[config.mk]
export PLATFORM = sky130hd
export DESIGN_NAME = dbte_lookup_arbiter
export DESIGN_NICKNAME = d
export VERILOG_FILES = /design/src/rtl/dbte_lookup_arbiter.sv
export SDC_FILE = /design/constraint.sdc
export NUM_CORES = 1
export LEC_CHECK = 0
export ABC_AREA = 0
export CAP_MARGIN = 0
export CORE_AREA = 2 2 170 172
export DETAILED_ROUTE_END_ITERATION = 6
export DIE_AREA = 0 0 172 174
export DONT_BUFFER_PORTS = 1
export GPL_ROUTABILITY_DRIVEN = 0
export PLACE_DENSITY = 0.48
export SYNTH_ARGS = -nofsm -noshare
export SYNTH_HDL_FRONTEND = slang
export SYNTH_SLANG_ARGS = --single-unit
[constraint.sdc]
create_clock -name clock -period 2.7 [get_ports clock]
set_clock_uncertainty 0.2 [all_clocks]
set_input_delay 0.54 -clock clock [delete_from_list [all_inputs] [get_ports clock]]
set_output_delay 0.54 -clock clock [all_outputs]
set_load 0.05 [all_outputs]
[src/rtl/dbte_lookup_arbiter.sv]
// ============================================================================
// Module  : dbte_lookup_arbiter
// Brief   : Round-robin arbiter sharing one single-beat DBTE AXI read master
//           between NUM_REQ lookup requesters. Optional R-wait timeout with
//           drain of the late beat is enabled by DBTE_LOOKUP_TIMEOUT_EN.
// Revision: 1.0 - initial release
// ============================================================================
`default_nettype none

module dbte_lookup_arbiter #(
  parameter int NUM_REQ        = 2,
  parameter int ADDR_W         = 48,
  parameter int DATA_W         = 128,
  parameter int TIMEOUT_CYCLES = 1024
) (
  input  logic                      clock,
  input  logic                      reset,
  input  logic [NUM_REQ-1:0]        req_valid,
  input  logic [NUM_REQ*ADDR_W-1:0] req_addr,
  output logic [NUM_REQ-1:0]        req_ready,
  output logic [NUM_REQ-1:0]        resp_valid,
  output logic [DATA_W-1:0]         resp_data,
  output logic                      resp_err,
  input  logic [NUM_REQ-1:0]        resp_ready,
  output logic [ADDR_W-1:0]         m_axi_dbte_araddr,
  output logic [7:0]                m_axi_dbte_arlen,
  output logic [2:0]                m_axi_dbte_arsize,
  output logic [1:0]                m_axi_dbte_arburst,
  output logic                      m_axi_dbte_arvalid,
  input  logic                      m_axi_dbte_arready,
  input  logic [DATA_W-1:0]         m_axi_dbte_rdata,
  input  logic [1:0]                m_axi_dbte_rresp,
  input  logic                      m_axi_dbte_rlast,
  input  logic                      m_axi_dbte_rvalid,
  output logic                      m_axi_dbte_rready,
  output logic                      timeout_irq
);

  localparam int               IDX_W          = (NUM_REQ > 2) ? 2 : 1;
  localparam logic [IDX_W-1:0] c_last_idx     = IDX_W'(NUM_REQ - 1);
  localparam logic [15:0]      c_timeout_last = 16'(TIMEOUT_CYCLES - 1);

  typedef enum logic [2:0] {
    ST_IDLE  = 3'd0,
    ST_AR    = 3'd1,
    ST_RWAIT = 3'd2,
    ST_RESP  = 3'd3,
    ST_DRAIN = 3'd4
  } state_t;

  state_t              r_state;
  logic [IDX_W-1:0]    r_rr_ptr;
  logic [IDX_W-1:0]    r_grant;
  logic [ADDR_W-1:0]   r_araddr;
  logic                r_arvalid;
  logic                r_rready;
  logic [NUM_REQ-1:0]  r_resp_valid;
  logic [DATA_W-1:0]   r_resp_data;
  logic                r_resp_err;

`ifdef DBTE_LOOKUP_TIMEOUT_EN
  logic [15:0]         r_timeout_cnt;
  logic                r_timed_out;
  logic                r_timeout_irq;
`endif

  logic [ADDR_W-1:0]   w_addr_arr [NUM_REQ];
  logic                w_grant_found;
  logic [IDX_W-1:0]    w_grant_idx;
  logic [IDX_W-1:0]    w_rr_next;
  logic [NUM_REQ-1:0]  w_grant_onehot;
  logic [NUM_REQ-1:0]  w_held_onehot;
  logic                w_unused;

  genvar gi;
  generate
    for (gi = 0; gi < NUM_REQ; gi++) begin : g_addr
      assign w_addr_arr[gi] = req_addr[gi*ADDR_W +: ADDR_W];
    end
  endgenerate

  // First requester at or above rr_ptr, wrapping past the top index.
  always_comb begin
    int j;
    j             = 0;
    w_grant_found = 1'b0;
    w_grant_idx   = '0;
    for (int k = 0; k < NUM_REQ; k++) begin
      j = int'(r_rr_ptr) + k;
      if (j >= NUM_REQ) j = j - NUM_REQ;
      if (!w_grant_found && req_valid[j[IDX_W-1:0]]) begin
        w_grant_found = 1'b1;
        w_grant_idx   = j[IDX_W-1:0];
      end
    end
  end

  assign w_rr_next      = (w_grant_idx == c_last_idx) ? '0 : w_grant_idx + 1'b1;
  assign w_grant_onehot = {{(NUM_REQ-1){1'b0}}, 1'b1} << w_grant_idx;
  assign w_held_onehot  = {{(NUM_REQ-1){1'b0}}, 1'b1} << r_grant;

  // Acceptance is combinational so the address is captured in the grant cycle.
  assign req_ready = (r_state == ST_IDLE && !reset && w_grant_found) ? w_grant_onehot : '0;

  always_ff @(posedge clock) begin
    if (reset) begin
      r_state      <= ST_IDLE;
      r_rr_ptr     <= '0;
      r_grant      <= '0;
      r_araddr     <= '0;
      r_arvalid    <= 1'b0;
      r_rready     <= 1'b0;
      r_resp_valid <= '0;
      r_resp_data  <= '0;
      r_resp_err   <= 1'b0;
`ifdef DBTE_LOOKUP_TIMEOUT_EN
      r_timeout_cnt <= '0;
      r_timed_out   <= 1'b0;
      r_timeout_irq <= 1'b0;
`endif
    end else begin
      case (r_state)
        ST_IDLE: begin
          if (w_grant_found) begin
            r_grant   <= w_grant_idx;
            r_araddr  <= w_addr_arr[w_grant_idx];
            r_rr_ptr  <= w_rr_next;
            r_arvalid <= 1'b1;
            r_state   <= ST_AR;
          end
        end
        ST_AR: begin
          if (m_axi_dbte_arready) begin
            r_arvalid <= 1'b0;
            r_rready  <= 1'b1;
            r_state   <= ST_RWAIT;
`ifdef DBTE_LOOKUP_TIMEOUT_EN
            r_timeout_cnt <= '0;
`endif
          end
        end
        ST_RWAIT: begin
          if (m_axi_dbte_rvalid) begin
            r_rready     <= 1'b0;
            r_resp_data  <= m_axi_dbte_rdata;
            r_resp_err   <= (m_axi_dbte_rresp != 2'b00);
            r_resp_valid <= w_held_onehot;
            r_state      <= ST_RESP;
          end
`ifdef DBTE_LOOKUP_TIMEOUT_EN
          else if (r_timeout_cnt == c_timeout_last) begin
            // Slave never answered: fail the lookup, drain the beat later.
            r_rready      <= 1'b0;
            r_resp_data   <= '0;
            r_resp_err    <= 1'b1;
            r_resp_valid  <= w_held_onehot;
            r_timed_out   <= 1'b1;
            r_timeout_irq <= 1'b1;
            r_state       <= ST_RESP;
          end else begin
            r_timeout_cnt <= r_timeout_cnt + 16'd1;
          end
`endif
        end
        ST_RESP: begin
          if (resp_ready[r_grant]) begin
            r_resp_valid <= '0;
`ifdef DBTE_LOOKUP_TIMEOUT_EN
            if (r_timed_out) begin
              r_timed_out <= 1'b0;
              r_rready    <= 1'b1;
              r_state     <= ST_DRAIN;
            end else begin
              r_state <= ST_IDLE;
            end
`else
            r_state <= ST_IDLE;
`endif
          end
        end
`ifdef DBTE_LOOKUP_TIMEOUT_EN
        ST_DRAIN: begin
          if (m_axi_dbte_rvalid) begin
            r_rready <= 1'b0;
            r_state  <= ST_IDLE;
          end
        end
`endif
        default: begin
          r_state <= ST_IDLE;
        end
      endcase
    end
  end

  assign resp_valid         = r_resp_valid;
  assign resp_data          = r_resp_data;
  assign resp_err           = r_resp_err;
  assign m_axi_dbte_araddr  = r_araddr;
  assign m_axi_dbte_arlen   = 8'd0;
  assign m_axi_dbte_arsize  = 3'b100;
  assign m_axi_dbte_arburst = 2'b01;
  assign m_axi_dbte_arvalid = r_arvalid;
  assign m_axi_dbte_rready  = r_rready;

`ifdef DBTE_LOOKUP_TIMEOUT_EN
  assign timeout_irq = r_timeout_irq;
`else
  assign timeout_irq = 1'b0;
`endif

  // Single-beat reads make rlast redundant.
  assign w_unused = &{1'b0, m_axi_dbte_rlast, c_timeout_last};

endmodule

`default_nettype wire
* After elaboration in Yosys (flattened, before gate mapping)
Cells that the tools add are included.
** Word-level totals
- Register bits :: 186
- Input bits :: 235
- Output and inout bits :: 197
- Word-level logic and storage cells :: 76
** Cells by class
- $add $sub $neg :: 4
- Magnitude comparators :: 6
- Eq/ne operators :: 7
- Shift operators :: 2
- Muxes and demuxes :: 31
- Bitwise logic cells :: 1
- Reductions and logical operators :: 16
** Operator list (number)
- $mux 48 :: 3
- $mux 1 :: 17
- $mux 3 :: 4
- $pmux 3 s4 :: 1
- $reduce_and 3->1 :: 3
- $ne 2x2->1 const B :: 4
- $reduce_bool 2->1 :: 4
- $eq 3x2->1 const B :: 2
- $lt 1x2->1 const B :: 3
- $mux 2 :: 3
- $ge 2x2->1 const B :: 2
- $pmux 1 s2 :: 2
- $pmux 2 s2 :: 1
- $reduce_and 2->1 :: 2
- $reduce_and 4->1 :: 1
- $shl 1x1->2 const A :: 2
- $eq 3x1->1 const B :: 1
- $logic_and 1x1->1 :: 3
- $logic_not 3->1 :: 1
- $add 1x1->2 const B :: 1
- $ge 1x2->1 const B :: 1
- $logic_not 1->1 :: 2
- $not 1->2 :: 1
- $sub 1x1->1 const B :: 2
- $add 1x1->1 const B :: 1

* Logic depth before layout (Yosys ltp)
Gate-level depths: netlist of the first run.
- Word-level depth :: 12
- Depth in mapped cells :: 7

* Least setup slack after synthesis of the first run
Ideal clock, no wire load.
- Kind :: register to output
- Start point :: register r_state[1]
- End point :: output req_ready[1]
- Arrival :: 1.485 ns
- Slack :: 0.475 ns
- Stages on the path, launching flop included :: 5
- Buffers on the path :: 1
- Cell sequence :: dfxtp_1 > inv_1 > ha_1 > o2111a_1 > clkbuf_1
** On the way
- Longest elaborated chain between the ends :: 4
** Ends and longest elaborated chain
- from (decl) :: RTL line 51 : state_t r_state;
- from (signal assigned) :: RTL line 107 : r_state <= ST_IDLE;
- from (signal assigned) :: RTL line 129 : r_state <= ST_AR;
- from (signal assigned) :: RTL line 136 : r_state <= ST_RWAIT;
- $logic_not 3->1 :: RTL line 103 : assign req_ready = (r_state == ST_IDLE && !reset && w_grant_found) ? w_grant_onehot : '0;
- $logic_and 1x1->1 (2 in series) :: RTL line 103
- $mux 2 :: RTL line 103
- to (decl) :: RTL line 20 : output logic [NUM_REQ-1:0] req_ready,
No other way between the ends.

* Final worst setup path of the first run
- Start point :: register r_state[1]
- End point :: output req_ready[0]
Same word-level chain as after synthesis.

==> impl_metrics.ini, run 1 <==
[status]
status = completed

[floorplanning]
initial_core_util = 0.238
die_h_um = 174
ios = 432
die_w_um = 172
core_sq_mm = 0.0282
die_area_sq_mm = 0.0299
rows = 62

[synth]
ys_top_cells_by_area = dfxtp_1, nand2_1, a21oi_1, a22oi_1, buf_2
seq_area_frac_synth = 0.551
postSynthAreaPerCell_sq_um = 8.05
yosysTopAreaCellShare = 0.551
synth-seq-cells = 185
yosys_warnings = 0
synth_top_cell_by_area = dfxtp_1
syn_inst = 834
ys_types = 28
syn_area_sq_mm = 0.00672

[routing]
top_layer = met4
drc = 0
dr_wl_met3_um = 2290
viasPerCell = 4.47
drt-pass1-iter-count = 4
wl_per_cell_um = 16.6
routed-via-count = 5579
drt_iter0_markers = 288
drtAntennaViolNets = 0
postRouteWirelength_um = 20700
met2_length_um = 10200
wl_met1_um = 7530

[clocking]
cts_made_buffers = 17
cts_hold_buf = 44
clock_latency_ns = 0.42
cts_tree = done
root_buffer = clkbuf_16
cts.sinks = 185
cts_resized = 0
clk_path_buf_depth = 2
htreeDepth = 4
clk_pin_slew_ns = 0.07
cts_setup_buffers = 0

[critical_path]
start_kind = flop
worstSetupPathType = flop to output port
cp_slowest_cell = a21oi_4
cpLargestDelayFamily = compound AO/OA/AOI/OAI gates
crit_required_ns = 1.96
max_stage_delay_ns = 0.41
crit_buf_inv = 1
crit_chain = inv_1 -> ha_1 -> nand3b_1 -> a21oi_4
crit_arrival_ns = 1.68
path_max_fanout = 5
cp-end-kind = output port

[placement]
dp_slack_ns = 0.562
place_hpwl_um = 14200
portBuffers = 0
dp.cells = 1168
place_area_sq_mm = 0.00707

[power]
p_per_area_mw_per_mm2 = 1040
power_mw = 8.48
p_leak_nw = 2.96
peakVddDrop_mv = 0.420

[timing]
worst_pin_slew_ns = 0.603
fmax_mhz = 414
min_period_ns = 2.42
tns_ns = 0
hold_viol_final = 0
worst_slack_ns = 0.282
setup_viol = 0
final_max_slew_viol_count = 0
relSlewSlack = 0.598
timing.final.crit_share = 0.895
rsz0062_at_grt = false
holdWs_ns = 0.0344

[global_routing]
track_usage = 0.130
grt_pass1_wl_um = 29900
grt_max_degree = 114
grt_antenna_before_repair = 2
overflow = 0
grt_pass1_vias = 5364

[layout]
drive_gt1_frac = 0.0592
area_growth_pct = 21.0
fin_nets = 1087
fillers = 3041
fin_util = 0.288
final_area_sq_mm = 0.00813
stdcell_count = 1247

[job]
maxCapViolCount = 0

[worst_hold_path]
hold_path.class = primary input to flop
placed cells by master, fill, tap and decap left out, drive strengths merged, types with 8 or more instances in the layout:
| cell type | count |
|---|---|
| a21oi | 132 |
| a22oi | 48 |
| buf | 11 |
| clkbuf | 20 |
| conb | 14 |
| dfxtp | 185 |
| dlygate4sd3 | 44 |
| inv | 8 |
| nand2 | 356 |
| nor2 | 9 |
synthesized netlist by cell type:
cell type	instances
a211oi_2	2
a21boi_4	1
a21o_1	2
a21oi_1	131
a21oi_2	1
a22oi_1	48
a2bb2oi_1	1
a311oi_1	1
a41o_1	1
and2_1	1
buf_1	8
buf_2	26
buf_4	14
clkbuf_1	24
conb_1	2
dfxtp_1	185
ha_1	4
inv_1	5
mux2i_1	3
nand2_1	356
nand3b_1	1
nor2_1	9
nor2b_1	2
nor3_1	2
o2111a_1	1
o211ai_1	1
o21a_1	1
or3b_1	1
metal layers:
metal / global-route usage / vias up
met5: 0 / -
met4: 0.0627 / 0
met3: 0.0528 / 31
met2: 0.230 / 313
met1: 0.132 / 2503
li1: - / 2732
final timing paths:
kind              depth (start not counted)  slack (ns)         start                     to
setup / recovery                          4        0.28    r_state[1]           req_ready[0]
hold / removal                            2        0.03  req_addr[81]  m_axi_dbte_araddr[33]
setup reg to reg                          7        0.50    r_state[1]   m_axi_dbte_araddr[9]
hold reg to reg                           1        0.35      r_rr_ptr               r_rr_ptr
logic make-up after synthesis:
family,after synthesis,share of synthesized area
AND/OR/NAND/NOR,372,0.211
AO/OA/AOI/OAI,191,0.169
flip-flops,185,0.551
buffers and inverters,77,0.0557
adder cells (fa/ha/maj),4,0.00745
multiplexers,3,0.00447
other,2,0.00112
where the power goes:
group          switching (mW)  internal, mW  leakage (nW)
sequential               1.58          3.12          1.50
combinational           0.748         0.471          1.17
clock                    1.13          1.43         0.289
registers in the layout, indices dropped and copies added, names as in the netlist:
| signal | flops |
|---|---|
| resp_valid | 2 |
| m_axi_dbte_araddr | 48 |
| m_axi_dbte_rready | 1 |
| r_rr_ptr | 1 |
| r_grant | 1 |
| r_state | 2 |
| m_axi_dbte_arvalid | 1 |
| resp_err | 1 |
| resp_data | 128 |
cell type report:
type / instances / area, sq um / share of cell area
antenna: 2 / 5.00 / 0.000616
multi-input combinational: 584 / 2720 / 0.334
timing repair buffer: 55 / 611 / 0.0751
tap: 384 / 480 / 0.0591
clock buffer: 20 / 457 / 0.0562
inverter: 5 / 18.8 / 0.00231
clock inverter: 12 / 140 / 0.0172
sequential: 185 / 3700 / 0.456
Note: power is estimated with default switching activity, not from simulation.
==> run 2, diff against run 1 <==
--- a/config.mk
+++ b/config.mk
@@ -8,10 +8,12 @@
 export ABC_AREA = 0
 export CAP_MARGIN = 0
 export CORE_AREA = 2 2 170 172
+export CTS_CLUSTER_DIAMETER = 50
 export DETAILED_ROUTE_END_ITERATION = 6
 export DIE_AREA = 0 0 172 174
 export DONT_BUFFER_PORTS = 1
 export GPL_ROUTABILITY_DRIVEN = 0
+export MAX_ROUTING_LAYER = met4
 export PLACE_DENSITY = 0.48
 export SYNTH_ARGS = -nofsm -noshare
 export SYNTH_HDL_FRONTEND = slang
==> run 2 against run 1 <==
Flip-flop and latch count is the same. Hold slack gained 0.0016 ns. Register-to-register slack is essentially flat. Clock power is essentially flat. Global-route usage grew 0.35 points. Design area shrank 0.12%. Maximum frequency shrank 0.11%. Critical path type unchanged.
==> impl_metrics.ini, run 2 (same netlist as run 1, synthesis figures left out) <==
[status]
status = completed

[critical_path]
crit_required_ns = 1.96
worstSetupPathType = flop to output port
start_kind = flop
path_max_fanout = 5
cp-end-kind = output port
crit_arrival_ns = 1.68
reg2reg_depth = 7

[clocking]
clock_latency_ns = 0.42
cts_resized = 0
root_buffer = clkbuf_16
cts_made_buffers = 17
cts_tree = done
clk_path_buf_depth = 2
cts.sinks = 185
clk_pin_slew_ns = 0.07
htreeDepth = 4

[power]
peakVddDrop_mv = 0.419
p_comb_frac = 0.144
switching_share = 0.408
internal_power_mw = 5.02
switchingPower_mw = 3.46
clock_power_share = 0.302
p_per_area_mw_per_mm2 = 1040
p_leak_nw = 2.96
seqPwrFrac = 0.555
power_mw = 8.48

[routing]
wl_per_cell_um = 16.6
drt_iter0_markers = 300
viasPerCell = 4.46
postRouteWirelength_um = 20700
drc = 0
routed-via-count = 5559
drt-pass1-iter-count = 6
drtAntennaViolNets = 0

[timing]
hold_viol_final = 0
holdWs_ns = 0.0360
worst_slack_ns = 0.280
rsz0062_at_grt = false
tns_ns = 0
final_max_slew_viol_count = 0
relSlewSlack = 0.600
worst_pin_slew_ns = 0.599
fmax_mhz = 413
setup_viol = 0
min_period_ns = 2.42
timing.final.crit_share = 0.896

[placement]
dp.cells = 1168
place_hpwl_um = 14200
dp_slack_ns = 0.562
portBuffers = 0

[layout]
drive_gt1_frac = 0.0593
layout_common_cells = nand2_1, dfxtp_1, a21oi_1, a22oi_1, dlygate4sd3_1
stdcell_count = 1246
final_common_cell = nand2_1
fin_nets = 1086
largest_reg_flops = 128
area_growth_pct = 20.9

[floorplanning]
ios = 432
die_h_um = 174
core_sq_mm = 0.0282
initial_core_util = 0.238
die_w_um = 172
rows = 62
die_area_sq_mm = 0.0299

[worst_hold_path]
hold_depth = 2
hold_path.class = primary input to flop

[global_routing]
track_usage = 0.134
grt_antenna_before_repair = 2
grt_pass1_vias = 5388
grt_max_degree = 114
overflow = 0
grt_pass1_wl_um = 29800

[job]
maxCapViolCount = 0
[run 2: worst paths after layout]
check,start,end,slack [ns]
worst max-delay path,r_state[1],req_ready[0],0.28
worst min register to register,r_rr_ptr,r_rr_ptr,0.35
worst min-delay path,req_addr[81],m_axi_dbte_araddr[33],0.04
worst max register to register,r_state[1],m_axi_dbte_araddr[9],0.50
[run 2: stage by stage]
stage | instance area [sq um] | util
floorplan | 6760 | -
global placement | 7070 | 0.250
detailed placement | 7070 | 0.250
CTS | 8120 | 0.287
global route | 8120 | 0.288
finish | 8120 | 0.288
[run 2: layout make-up]
cell class / count / area (sq um)
tap: 384 / 480
fill: 3042 / 20100
inverter: 5 / 18.8
clock inverter: 12 / 140
multi-input combinational: 584 / 2720
clock buffer: 20 / 457
timing repair buffer: 54 / 601
sequential: 185 / 3700
antenna: 2 / 5.00
[run 2: power by group through the flow]
stage                     clock (mW)  combinational (mW)  sequential, mW
after floorplan                    0               0.964            4.64
after global placement             0                1.15            4.78
after detailed placement           0                1.17            4.76
after CTS                       2.68                1.23            4.71
after global routing            2.78                1.38            4.74
final                           2.56                1.22            4.70
[run 2: layer usage]
metal	vias up	track usage	part of all wire
met3	37	0.0492	0.11
met2	304	0.230	0.49
met1	2487	0.133	0.37
li1	2731	-	-
met4	0	0.0637	0.035
met5	-	-	0
[run 2: worst max-delay path: stages (launching register included)]
cell and delay (ns):
dfxtp_1 0.34, inv_1 0.11, ha_1 0.25, nand3b_1 0.14, a21oi_4 0.41
[run 2: repair_timing]
| action | in CTS | in global routing |
|---|---|---|
| endpoints found under the hold margin | 69 | 0 |
| hold buffers | 44 | 0 |
| setup buffers | 0 | 0 |
==> run 3, diff against run 2 <==
--- a/config.mk
+++ b/config.mk
@@ -6,7 +6,7 @@
 export NUM_CORES = 1
 export LEC_CHECK = 0
 export ABC_AREA = 0
-export CAP_MARGIN = 0
+export CAP_MARGIN = 10
 export CORE_AREA = 2 2 170 172
 export CTS_CLUSTER_DIAMETER = 50
 export DETAILED_ROUTE_END_ITERATION = 6
==> results of run 3 <==
Same layout as run 2: the final DEF is identical, and so are final timing and power.
